===== config.mk =====
export PLATFORM = sky130hd
export DESIGN_NAME = config_loader
export DESIGN_NICKNAME = d
export VERILOG_FILES = /design/src/rtl/config_loader.sv
export SDC_FILE = /design/constraint.sdc
export NUM_CORES = 1
export LEC_CHECK = 0
export BUFFER_PORTS_ARGS = -buffer_cell sky130_fd_sc_hd__buf_2
export CAP_MARGIN = 20
export CORE_MARGIN = 10
export CORE_UTILIZATION = 35
export CTS_BUF_LIST = sky130_fd_sc_hd__clkbuf_8
export DETAILED_ROUTE_END_ITERATION = 10
export SLEW_MARGIN = 10
export SYNTH_ARGS = -nofsm -noshare
export SYNTH_HDL_FRONTEND = slang
export SYNTH_SLANG_ARGS = --single-unit

===== constraint.sdc =====
create_clock -name clk -period 1.6 [get_ports clk]
set_input_delay 0.4 -clock clk [delete_from_list [all_inputs] [get_ports clk]]
set_output_delay 0.4 -clock clk [all_outputs]
set_load 0.02 [all_outputs]

===== src/rtl/config_loader.sv =====
// Streams a frame of configuration words into a latch array: each accepted word is
// placed on io_d_out and written by a one-cycle, flop-driven one-hot enable pulse.
module config_loader #(
    parameter int NUM_WORDS  = 45,
    parameter int WORD_WIDTH = 32
) (
    input  logic                  clk,
    input  logic                  reset,
    input  logic                  io_start,
    input  logic                  io_abort,
    input  logic                  io_in_valid,
    input  logic [WORD_WIDTH-1:0] io_in_data,
    output logic                  io_in_ready,
    output logic [WORD_WIDTH-1:0] io_d_out,
    output logic [NUM_WORDS-1:0]  io_configs_en,
    output logic                  io_busy,
    output logic                  io_done,
    output logic [WORD_WIDTH-1:0] io_checksum
);

    // state  | meaning
    // IDLE   | no frame in progress, waiting for io_start
    // WAIT   | ready for the next word; handshake captures it onto io_d_out
    // SETUP  | data settles on the latch bus, enables low
    // STROBE | enable bit[counter] high
    // HOLD   | enables low, data held; advance counter or finish
    // DONE   | one-cycle completion pulse
    typedef enum logic [2:0] {
        ST_IDLE,
        ST_WAIT,
        ST_SETUP,
        ST_STROBE,
        ST_HOLD,
        ST_DONE
    } state_t;

    localparam int CW = (NUM_WORDS > 1) ? $clog2(NUM_WORDS) : 1;
    localparam logic [CW-1:0] LAST = CW'(NUM_WORDS - 1);

    state_t                 state_q, state_d;
    logic [CW-1:0]          count_q, count_d;
    logic [WORD_WIDTH-1:0]  d_out_q, d_out_d;
    logic [WORD_WIDTH-1:0]  chk_q, chk_d;
    logic [NUM_WORDS-1:0]   en_q, en_d;

    always_ff @(posedge clk or negedge reset) begin
        if (!reset) begin
            state_q <= ST_IDLE;
            count_q <= '0;
            d_out_q <= '0;
            chk_q   <= '0;
            en_q    <= '0;
        end else begin
            state_q <= state_d;
            count_q <= count_d;
            d_out_q <= d_out_d;
            chk_q   <= chk_d;
            en_q    <= en_d;
        end
    end

    // The enable register is loaded only on the SETUP->STROBE edge, so its output
    // is a clean flop pulse and every other edge (including abort) clears it.
    always_comb begin
        state_d = state_q;
        count_d = count_q;
        d_out_d = d_out_q;
        chk_d   = chk_q;
        en_d    = '0;
        if (io_abort && state_q != ST_IDLE) begin
            state_d = ST_IDLE;
            count_d = '0;
        end else begin
            case (state_q)
                ST_IDLE: begin
                    if (io_start) begin
                        state_d = ST_WAIT;
                        count_d = '0;
                        chk_d   = '0;
                    end
                end
                ST_WAIT: begin
                    if (io_in_valid) begin
                        d_out_d = io_in_data;
                        chk_d   = chk_q ^ io_in_data;
                        state_d = ST_SETUP;
                    end
                end
                ST_SETUP: begin
                    en_d    = NUM_WORDS'(1) << count_q;
                    state_d = ST_STROBE;
                end
                ST_STROBE: begin
                    state_d = ST_HOLD;
                end
                ST_HOLD: begin
                    if (count_q == LAST) begin
                        state_d = ST_DONE;
                    end else begin
                        count_d = count_q + CW'(1);
                        state_d = ST_WAIT;
                    end
                end
                ST_DONE: begin
                    state_d = ST_IDLE;
                end
                default: begin
                    state_d = ST_IDLE;
                    count_d = '0;
                end
            endcase
        end
    end

    assign io_in_ready   = (state_q == ST_WAIT);
    assign io_busy       = (state_q != ST_IDLE);
    assign io_done       = (state_q == ST_DONE);
    assign io_d_out      = d_out_q;
    assign io_checksum   = chk_q;
    assign io_configs_en = en_q;

endmodule


==> impl_metrics.yaml <==
outcome:
  status: "finished with violations"
  violations: "setup timing"
detailed_routing:
  wire_per_inst_um: 17.1
  drt_wl_total_mm: 14.4
  drt_pre_antenna_iters: 5
  route.met2.wl_mm: 7.56
  post-route-drc-count: 0
  ant_nets: 0
  wl_met1_mm: 5.56
  viasPerCell: 4.80
  routed.top_layer: "met4"
  drtIter0Drc: 283
  route.met3.wl_um: 991
  num_vias: 4026
place:
  pre_cts_slack_ns: -0.0459
  dp_hpwl_mm: 9.67
  gp_congestion: 0.816
  numPortBuffers: 148
  postPlaceCellArea_um2: 5700
clock_network:
  clk_pin_slew_ns: 0.07
  clk_path_buf_depth: 2
  numCtsBuffers: 17
  cts_root_buf: "clkbuf_8"
  cts_tree: "done"
  clk-insertion-delay-late_ns: 0.43
  clock_sinks: 118
  cts_max_level: 4
sta:
  final-setup-viol-count: 40
  timing.final.crit_share_pct: 117
  hold_viol_final: 0
  maxSlewViolCount: 0
  layout_setup_ws_ns: -0.277
  fin_worst_skew_ns: 0.0100
  worstMarginPinSlew_ns: 0.336
  min_period_ns: 1.88
  rsz0062_at_grt: "yes"
  slew_headroom_pct: 77.4
  max_freq_ghz: 0.533
  final.setup.tns_ns: -4.39
yosys:
  synth_ff_type: "dfrtp_1"
  netlist_area_um2: 4620
  synth_edf_count: 0
  yosys_warnings: 0
  syn_inst: 469
  synth_cell_type_count: 37
  ys_seq_elements: 118
  syn_area_per_cell_um2: 9.85
  synth-async-reset-ratio_pct: 100
  syn_nets: 512
  ys_seq_area_share_pct: 63.9
layout:
  nets: 696
  area_growth_syn_to_layout_pct: 42.5
  finish.instance_area_um2: 6580
  fillers: 1157
  drive_gt1_share_pct: 40.6
run:
  cap_violations: 0
global_routing:
  grt_util_all_layers_pct: 15.4
  grt-ovfl-total: 0
  antenna_found_initial: 0
  first_global_vias: 4321
  grt_pass1_wl_mm: 22.1
  grt_max_degree: 61
setup_path:
  r2r-start: "state_q[0]"
  rrSetupSlack_ns: -0.13
  arrival_ns: 1.48
  cp.required_ns: 1.20
  crit_type: "reg2out"
  cp-start-kind: "flop"
  crit_fanout: 2
  crit_start: "state_q[2]"
  cp-end-kind: "output port"
power_and_ir_drop:
  leakage_uw: 0.00345
  peakVddDrop_uv: 683
  powerDensity_nw_per_um2: 1540
  finalPower_uw: 10200
die:
  die-area_um2: 18200
  start_util_pct: 36.2
  row_count: 41
  die_x_um: 135
  coreArea_um2: 12800
  io_pins: 149
  die_y_um: 135
worst_hold_path:
  min_path_type: "in2reg"
  min-delay-start: "io_in_data[28]"
-- layout make-up --
type	instances	area (um^2)	area share, %
Tap cell	172	215	3.27
Clock buffer	19	262	3.97
Antenna cell	1	2.50	0.0380
Multi-Input combinational cell	321	1760	26.8
Timing Repair Buffer	189	1250	18.9
Clock inverter	12	113	1.71
Inverter	6	27.5	0.418
Sequential cell	118	2950	44.9
-- cell usage after synthesis (3+ instances only) --
master | count | area, um^2
nand2_1 | 122 | 458
dfrtp_1 | 118 | 2950
nor2_1 | 81 | 304
o21ai_1 | 60 | 300
clkbuf_1 | 13 | 48.8
o21ai_0 | 7 | 35.0
ha_1 | 6 | 75.1
inv_1 | 6 | 22.5
nand2b_1 | 6 | 37.5
buf_2 | 5 | 25.0
a21oi_1 | 3 | 15.0
buf_6 | 3 | 33.8
mux2i_1 | 3 | 30.0
nand3_1 | 3 | 15.0
nor2b_1 | 3 | 18.8
-- registers in the layout, summed over array words and instances, names as in the netlist --
name and flops:
io_checksum 32, io_d_out 32, io_configs_en 45, count_q 6
state_q 3
-- cells in the final DEF (no fill, tap or decap), types with 7 or more instances in the layout --
cell type  count
buf_4         22
o21ai_2       28
buf_6         12
buf_2        144
inv_1          7
dfrtp_1      117
nor2_1        80
clkbuf_8      19
o21ai_1       36
nand2_1      121
-- metal layers --
layer / vias to the layer above / track usage (%)
met4: 0 / 5.86
met2: 115 / 26.6
met3: 23 / 5.01
met5: - / 0
li1: 1896 / -
met1: 1992 / 17.2
-- cell families (layout without fill, tap and decap cells) --
kind of cell	Yosys count	in the layout	synth area share, %
AND/OR/NAND/NOR	232	232	20.9
flip-flops	118	118	63.9
AO/OA/AOI/OAI	79	79	9.29
buffers and inverters	30	226	3.47
adder cells (fa/ha/maj)	6	6	1.63
multiplexers	3	3	0.650
XOR/XNOR	1	1	0.190
other	0	1	0
-- final timing paths --
check | depth (start not counted) | to
worst max register to register | 7 | io_checksum[13]
worst max-delay path | 3 | io_busy
max in group asynchronous | 3 | io_checksum[19]
worst min-delay path | 3 | io_d_out[28]
worst min register to register | 2 | io_d_out[14]
min in group asynchronous | 3 | io_configs_en[2]
-- power by group --
group	internal [uW]	switching (uW)	leakage (uW)
clock	1430	1160	0.000199
combinational	1300	2170	0.00167
sequential	3630	490	0.00158
-- what timing repair did --
| item | in CTS | in global routing |
|---|---|---|
| gates cloned | 3 | 1 |
| setup buffers | 7 | 5 |
| hold buffers | 1 | 0 |
| gates resized for setup | 39 | 47 |
| endpoints found under the setup margin | 19 | 119 |
| hold endpoints to repair | 118 | 0 |
| pin swaps | 22 | 18 |
-- per-stage QoR --
stage          hold slack [ns]  utilization (%)  instances
6_report                 0.199             51.5        838
5_1_grt                  0.186             51.5        837
4_1_cts                  0.174             49.7        833
3_5_place_dp             0.440             44.6        791
3_3_place_gp             0.434             44.6        791
2_1_floorplan            0.104                -        469
-- worst max-delay path, stage by stage, from the launching register on --
cell and delay (ns):
dfrtp_1 0.41, buf_6 0.13, or3_4 0.37, buf_6 0.14
Power figures use the tool's default switching activity.
